--- config.mk ---
export PLATFORM = sky130hd
export DESIGN_NAME = scramble_line_scheduler
export DESIGN_NICKNAME = d
export VERILOG_FILES = /design/src/rtl/scramble_line_scheduler.sv
export SDC_FILE = /design/constraint.sdc
export NUM_CORES = 1
export LEC_CHECK = 0
export ABC_AREA = 0
export ABC_CLOCK_PERIOD_IN_PS = 2300
export CORE_MARGIN = 1
export CORE_UTILIZATION = 45
export DETAILED_ROUTE_END_ITERATION = 10
export DONT_BUFFER_PORTS = 1
export PLACE_DENSITY = 0.59
export SETUP_SLACK_MARGIN = 0.02
export SLEW_MARGIN = 20
export SYNTH_ARGS = -nofsm -noshare
export SYNTH_HDL_FRONTEND = slang
export SYNTH_SLANG_ARGS = --single-unit
--- constraint.sdc ---
create_clock -name clk -period 2.3 [get_ports clk]
set_input_delay 0.115 -clock clk [delete_from_list [all_inputs] [get_ports clk]]
set_output_delay 0.115 -clock clk [all_outputs]
set_load 0.01 [all_outputs]
--- src/rtl/scramble_line_scheduler.sv ---
// scramble_line_scheduler
//   Sequences the per-line scrambler. The block watches the BT.656 stream for
//   TRS codes and fetches one DRBG word for each active line. It reduces that
//   word to a cut position in 0..ACTIVE_SAMPLES-1 and presents the cut to the
//   line rotator from SAV+1 through EAV. It also counts frames and reseeds the
//   DRBG every RESEED_FRAMES frames.
// Ports
//   clk, reset_n      : clock, synchronous active-low reset
//   enable            : 0 parks the block in IDLE at the next line end
//   bt656_in[9:0]     : monitored BT.656 word stream
//   drbg_init/_ready  : one-cycle reseed request / reseed done
//   drbg_next         : word request, held until drbg_bits_ready
//   drbg_bits_ready   : drbg_bits valid this cycle
//   drbg_bits[15:0]   : random word from the DRBG
//   cut_position      : rotation point for the current active line
//   cut_valid         : cut_position applies (SAV+1 .. EAV XY word)
//   field, vblank     : F and V bits of the last TRS
//   frame_count[15:0] : frames since reset
//   error_missed      : sticky, an active line began with no word available
module scramble_line_scheduler #(
  parameter int ACTIVE_SAMPLES = 1440,
  parameter int CUT_WIDTH      = 11,
  parameter int RESEED_FRAMES  = 60
) (
  input  logic                 clk,
  input  logic                 reset_n,
  input  logic                 enable,
  input  logic [9:0]           bt656_in,
  output logic                 drbg_init,
  input  logic                 drbg_init_ready,
  output logic                 drbg_next,
  input  logic                 drbg_bits_ready,
  input  logic [15:0]          drbg_bits,
  output logic [CUT_WIDTH-1:0] cut_position,
  output logic                 cut_valid,
  output logic                 field,
  output logic                 vblank,
  output logic [15:0]          frame_count,
  output logic                 error_missed
);

  typedef enum logic [2:0] {
    S_IDLE, S_SEED, S_SEED_WAIT, S_WAIT_EAV, S_REQ, S_HOLD, S_RUN
  } state_t;

  localparam logic [CUT_WIDTH-1:0] ACT_N     = CUT_WIDTH'(ACTIVE_SAMPLES);
  localparam logic [15:0]          RESEED_N  = 16'(RESEED_FRAMES);
  localparam bit                   RESEED_EN = (RESEED_FRAMES != 0);

  state_t                 state_q, state_d;
  logic [2:0][9:0]        hist_q, hist_d;
  logic                   field_q, field_d, vblank_q, vblank_d;
  logic [15:0]            word_q, word_d;
  logic [CUT_WIDTH-1:0]   cut_position_q, cut_position_d;
  logic                   cut_valid_q, cut_valid_d;
  logic [15:0]            frame_count_q, frame_count_d;
  logic [15:0]            seed_cnt_q, seed_cnt_d;
  logic                   error_missed_q, error_missed_d;

  logic                   trs, eav, sav_act, frame_tick, reseed_now, in_line;
  logic [CUT_WIDTH-1:0]   w_raw, w_cut;

  // TRS preamble 3FF,000,000 sits in the last three words; the current word is XY.
  always_comb begin
    hist_d     = {hist_q[1:0], bt656_in};
    trs        = (hist_q[2] == 10'h3FF) && (hist_q[1] == 10'h000) && (hist_q[0] == 10'h000);
    eav        = trs && bt656_in[6];
    sav_act    = trs && !bt656_in[6] && !bt656_in[7];
    // A frame ends when F falls at an EAV.
    frame_tick = eav && field_q && !bt656_in[8];
    reseed_now = RESEED_EN && frame_tick && ((seed_cnt_q + 16'd1) >= RESEED_N);
    in_line    = (state_q inside {S_WAIT_EAV, S_REQ, S_HOLD, S_RUN});
    // 2**CUT_WIDTH < 2*ACTIVE_SAMPLES, so one conditional subtract is enough.
    w_raw      = word_q[CUT_WIDTH-1:0];
    w_cut      = (w_raw >= ACT_N) ? (w_raw - ACT_N) : w_raw;
  end

  // Only the low CUT_WIDTH bits of the random word take part in the cut.
  if (CUT_WIDTH < 16) begin : g_word_hi
    logic unused_word_hi;
    assign unused_word_hi = ^word_q[15:CUT_WIDTH];
  end

  always_comb begin
    field_d  = field_q;
    vblank_d = vblank_q;
    if (trs) begin
      field_d  = bt656_in[8];
      vblank_d = bt656_in[7];
    end

    frame_count_d = frame_count_q;
    if (frame_tick && (state_q != S_IDLE)) frame_count_d = frame_count_q + 16'd1;

    seed_cnt_d = seed_cnt_q;
    if (state_q == S_SEED)  seed_cnt_d = 16'd0;
    else if (frame_tick)    seed_cnt_d = seed_cnt_q + 16'd1;
  end

  always_comb begin
    state_d        = state_q;
    word_d         = word_q;
    cut_position_d = cut_position_q;
    cut_valid_d    = cut_valid_q;
    error_missed_d = error_missed_q;
    case (state_q)
      S_IDLE:      if (enable) state_d = S_SEED;
      S_SEED:      state_d = S_SEED_WAIT;
      S_SEED_WAIT: if (drbg_init_ready) state_d = S_WAIT_EAV;
      // The stream cannot tell us whether the next line is active, so request
      // at any EAV; the word simply waits in HOLD through blanking lines.
      S_WAIT_EAV:  if (eav) state_d = S_REQ;
      S_REQ: begin
        // Word not here at an active SAV: skip this line, keep requesting.
        if (sav_act) error_missed_d = 1'b1;
        if (drbg_bits_ready) begin
          word_d  = drbg_bits;
          state_d = S_HOLD;
        end
      end
      S_HOLD: if (sav_act) begin
        cut_position_d = w_cut;
        cut_valid_d    = 1'b1;
        state_d        = S_RUN;
      end
      S_RUN: if (eav) begin
        cut_valid_d = 1'b0;
        state_d     = S_REQ;
      end
      default: state_d = S_IDLE;
    endcase

    // Line-end overrides: disable wins over reseed, reseed drops any request.
    if (eav && in_line) begin
      if (!enable) begin
        cut_valid_d = 1'b0;
        state_d     = S_IDLE;
      end else if (reseed_now) begin
        cut_valid_d = 1'b0;
        state_d     = S_SEED;
      end
    end
  end

  always_ff @(posedge clk) begin
    if (!reset_n) begin
      state_q        <= S_IDLE;
      hist_q         <= '0;
      field_q        <= 1'b0;
      vblank_q       <= 1'b0;
      word_q         <= '0;
      cut_position_q <= '0;
      cut_valid_q    <= 1'b0;
      frame_count_q  <= '0;
      seed_cnt_q     <= '0;
      error_missed_q <= 1'b0;
    end else begin
      state_q        <= state_d;
      hist_q         <= hist_d;
      field_q        <= field_d;
      vblank_q       <= vblank_d;
      word_q         <= word_d;
      cut_position_q <= cut_position_d;
      cut_valid_q    <= cut_valid_d;
      frame_count_q  <= frame_count_d;
      seed_cnt_q     <= seed_cnt_d;
      error_missed_q <= error_missed_d;
    end
  end

  // Requests are gated by reset so a handshake drops in the reset cycle itself.
  assign drbg_init    = reset_n && (state_q == S_SEED);
  assign drbg_next    = reset_n && (state_q == S_REQ);
  assign cut_position = cut_position_q;
  assign cut_valid    = cut_valid_q;
  assign field        = field_q;
  assign vblank       = vblank_q;
  assign frame_count  = frame_count_q;
  assign error_missed = error_missed_q;

endmodule

Word-level counts from Yosys, hierarchy flattened

Cells that the tools add are included.

$add $sub $neg: 3
Multiplexer cells: 16
Reduce and logical (&&, ||, !) cells: 25
Eq/ne operators: 7
Bitwise logic cells: 1
Order comparisons: 2

Operators by type and width:

| cell                   | count |
|---|---|
| $add 16x1->16 const B  | 2 |
| $mux 3                 | 8 |
| $logic_not 10->1       | 2 |
| $pmux 3 s6             | 1 |
| $ge 16x6->1 const B    | 1 |
| $logic_and 1x1->1      | 12 |
| $ge 11x11->1 const B   | 1 |
| $mux 11                | 1 |
| $sub 11x11->11 const B | 1 |
| $eq 10x10->1 const B   | 1 |
| $eq 3x3->1 const B     | 3 |
| $eq 3x2->1 const B     | 2 |
| $reduce_and 2->1       | 3 |
| $mux 1                 | 5 |
| $reduce_bool 4->1      | 1 |
| $reduce_or 2->1        | 2 |
| $eq 3x1->1 const B     | 1 |
| $logic_not 1->1        | 3 |
| $logic_not 3->1        | 1 |
| $reduce_bool 3->1      | 1 |
| $pmux 1 s2             | 1 |
| $not 1->1              | 1 |

Register bits after elaboration: 91
Input bits: 31
Logic and storage cells: 66

Depth between registers and ports, before layout

Word-level depth: 10
Mapped depth: 8
Depth with buffers taken out: 7

Worst setup path before layout

OpenSTA, ideal clock, no wires.

Path type: register -> register
Start: register hist_q (netlist bit hist_d[21])
End: register state_q[0]
Cell stages (with the launch flop): 8
Data arrival time: 1.909 ns
Setup slack: 0.275 ns
Path through: dfxtp_1 > or4_4 > nor4_4 > and2_4 > buf_6 > a211oi_1 > o311a_1 > a31o_1

Cells in the longest elaborated chain, start to end: 10

Ends and longest elaborated chain:

| element                                                | line    | source |
|---|---|---|
| start, declared                                        | 51      | `logic [2:0][9:0] hist_q, hist_d;` |
| start signal, assigned                                 | 159     | `hist_q <= hist_d;` |
| $logic_not 10->1 *                                     | 66      | `trs = (hist_q[2] == 10'h3FF) && (hist_q[1] == 10'h000) && (hist_q[0] == 10'h000);` |
| $logic_and 1x1->1 * (2 in a row)                       | 66      |  |
| $logic_and 1x1->1, on equally long branches            | 68, 67  |  |
| $logic_and 1x1->1, on equally long branches            | 68, 70  |  |
| $mux 3 / $logic_and 1x1->1 (equally long branches)     | 121, 70 |  |
| $pmux 3 s6 / $logic_and 1x1->1 (equally long branches) | 106, 71 |  |
| $mux 3                                                 | 138     | `end else if (reseed_now) begin` |
| $mux 3                                                 | 135     | `if (!enable) begin` |
| $mux 3 *                                               | 134     | `if (eav && in_line) begin` |
| end signal, assigned                                   | 158     | `state_q <= state_d;` |
| end, declared                                          | 50      | `state_t state_q, state_d;` |

Mark *: on every way between the ends. The rest lies on a longest branch, timed or not.
A chain may end at the register's enable or synchronous reset.

Worst setup path in the final report

Same ends and word-level chain as after synthesis.

==> metrics.md <==
| Metric | Value |
|---|---|
| N_diodes | 0 |
| CP Max Fanout | 5 |
| Final period demand of the worst path | 2.16 ns |
| Outcome | completed |
| EDFF count, synth | 0 |
| Die Y | 94.7 um |
| Syn Area/Cell | 8.86 um2 |
| Synth unique cells | 47 |
| Flops & latches, synth | 91 |
| DRT iter0 DRCs | 75 |
| H-tree Lvls | 3 |
| Commonest cells after routing, fill and taps aside | dfxtp_1 (90), nand2_1 (49), nor2_1 (43), and2_1 (32), dlygate4sd3_1 (30) |
| Max-slew headroom | 38.5% |
| I/O pins | 64 |
| CTS Buf Count | 9 |
| WP data required | 2.56 ns |
| Combinational family with the most area after synthesis | simple AND/OR/NAND/NOR gates |
| Hold Path Stages | 2 |
| # setup viols final | 0 |
| Clock insertion delay at the later pin of the skew report | 0.36 ns |
| Fraction of the mapped netlist area in simple logic gates | 29.4% |
| HP Class | in2reg |
| Worst-path clk slew | 0.10 ns |
| Antenna violations before repair | 0 |
| Power Density | 615 nW/um2 |
| DRC Markers | 0 |
| Fmax | 0.464 GHz |
| Layout cell share with drive strength beyond 1 | 9.05% |
| Ys Warns | 0 |
| Worst-margin pin slew | 0.921 ns |
| Number of global-route vias before repair | 2982 |
| Adder-cell share of the synthesized area | 1.30% |
| Die Wd | 94.7 um |
| I/O Buffers | 0 |
| Fin. max-slew vios | 0 |
| Post-Synth XOR/XNOR Area | 6.80% |
| Top post-synthesis cells by area | dfxtp_1 (47%), and2_1 (5.2%), nand2_1 (4.8%), nor2_1 (4.2%), xnor2_1 (4.1%) |
| Async SR Flop Fraction | 0% |
| Core area | 8260 um2 |
| WL/cell | 14.7 um |
| Area grow syn2layout | 17.8% |
| Dpl cells | 533 |
| Seq/Total Area, Yosys | 47.2% |
| Worst vdd ir | 0.000267 V |
| Kind of critical path | reg2reg |
| Fin cells | 580 |
| DP HPWL | 5.66 mm |
| Post-synthesis compound-gate area fraction | 10.4% |
| # rows | 33 |
| First-pass GRT wire length | 14.0 mm |
| DR vias/cell | 5.33 |
| Syn Inst Count | 436 |
| Synth Cell Area | 3860 um2 |
| GP Congestion | 0.816 |
| Clock buffer depth | 2 |
| Most common cell after layout, fill and taps aside | dfxtp_1 |
| Congestion Overflow GR | 0 |
| CTS tree | done |
| Syn nets | 471 |
| Main synth FF type | dfxtp_1 |
| Mux contribution to synthesized area | 1.81% |
| Top-area cell type share of the netlist area | 47.2% |
| Die area | 8960 um2 |
| Clk root buf | clkbuf_8 |
| Vias post-DR | 3094 |
| Critical Path Sink Type | flop |
| GRT Total Usage | 20.3% |
| Fin. Hold Viols | 0 |
| Largest net degree at the start of global routing | 31 |
| Arrival time worst endpoint | 2.42 ns |
| Max Cap Violations | 0 |
| Total clock sinks | 91 |
| WL final | 8.51 mm |
| Post-route ant nets | 0 |
| Crit share post-route | 93.8% |
| Worst reg-to-reg path cell count | 7 |
| Type of origin of the critical path | flop |
| RSZ-0062 raised after global routing | yes |
| Setup TNS | 0 ns |
| # nets final | 505 |
| First-pass iteration count of the detailed router | 4 |
| Final setup skew | 0.0119 ns |
| Starting utilization of the core area | 46.8% |
| Cell taking the most area after synthesis | dfxtp_1 |
| LEAKAGE | 1.61 nW |
[worst paths after layout]
path                                 start    endpoint  slack (ns)
worst min-delay path               reset_n  state_q[0]        0.03
worst max-delay path            hist_d[21]  state_q[0]        0.14
worst min register to register  hist_d[25]  hist_q[25]        0.46
worst max register to register  hist_d[21]  state_q[0]        0.14
[through the flow]
| step | util, % | worst slack [ns] | hold WS (ns) | instance area (um2) | power, mW |
|---|---|---|---|---|---|
| final | 55.1 | 0.143 | 0.0324 | 4550 | 2.80 |
| after global routing | 55.1 | 0.0225 | 0.0286 | 4550 | 2.92 |
| after CTS | 54.5 | 0.0654 | 0.0202 | 4500 | 2.83 |
| after detailed placement | 48.6 | 0.0817 | 0.242 | 4010 | 1.74 |
| after global placement | 48.6 | 0.114 | 0.241 | 4010 | 1.74 |
| after floorplan | - | 0.275 | 0.237 | 3860 | 1.72 |
[Yosys cell counts (2+ instances only)]
| cell type | count |
|---|---|
| nor4_1 | 6 |
| clkbuf_1 | 15 |
| buf_2 | 4 |
| o21ai_0 | 12 |
| dfxtp_1 | 91 |
| nand4_1 | 11 |
| o211a_1 | 2 |
| xor2_1 | 12 |
| o211ai_1 | 3 |
| a31oi_1 | 7 |
| nor4b_1 | 3 |
| nor3_1 | 12 |
| ha_1 | 4 |
| nor3b_1 | 4 |
| a21oi_1 | 29 |
| mux2i_1 | 7 |
| nor2b_1 | 2 |
| nor2_1 | 43 |
| inv_1 | 7 |
| nand4b_1 | 3 |
| and3_1 | 3 |
| and2_1 | 32 |
| a211oi_1 | 3 |
| xnor2_1 | 18 |
| and4_1 | 7 |
| or3_1 | 13 |
| nand3_1 | 14 |
| nand2_1 | 49 |
| a22oi_1 | 2 |
[sequential cells by signal, indices dropped and copies added, names as in the netlist]
register and flops:
state_q 3, cut_position 11, error_missed 1, seed_cnt_q 16
frame_count 16, hist_q 10, hist_d 20, cut_valid 1
field 1, word_q 11, vblank 1
[critical path: stages, from the launching register on]
cell      delay [ns]
dfxtp_2         0.33
or4_4           0.54
nor4_4          0.25
and2_4          0.22
buf_6           0.12
a211oi_1        0.07
o311a_1         0.35
a31o_1          0.18
[metal layers]
metal / track usage [%] / share of wire [%] / wire [um]
met4: 8.84 / 2.0 / 173
met5: 0 / 0 / 0
met1: 24.5 / 45 / 3870
met2: 33.9 / 48 / 4100
met3: 5.07 / 4.2 / 360
[power breakdown]
part           total, mW  internal, mW  switching [mW]
clock               1.05         0.419           0.627
sequential          1.61          1.60          0.0102
combinational      0.144        0.0723          0.0713
[logic make-up (layout without fill, tap and decap cells)]
group | count (synthesis) | count (layout)
and+or+nand+nor | 210 | 210
DFF | 91 | 91
AOI/OAI and AO/OA | 66 | 66
xor gates and xnor gates | 30 | 30
buffers and inverters | 28 | 67
muxes | 7 | 7
adders and majority gates | 4 | 4
[layout make-up]
class	instances	area, um2
Clock buffer	9	124
Clock inverter	7	68.8
Fill cell	808	3710
Inverter	7	26.3
Multi-Input combinational cell	317	1960
Sequential cell	91	1820
Tap cell	105	131
Timing Repair Buffer	44	422
[repair_timing]
item	4_1_cts	5_1_grt
buffers inserted	0	1
resized for setup	0	9
hold buffers	30	0
hold endpoints to repair	49	0
setup endpoints to repair	0	11
(Power assumes the default switching activity.)
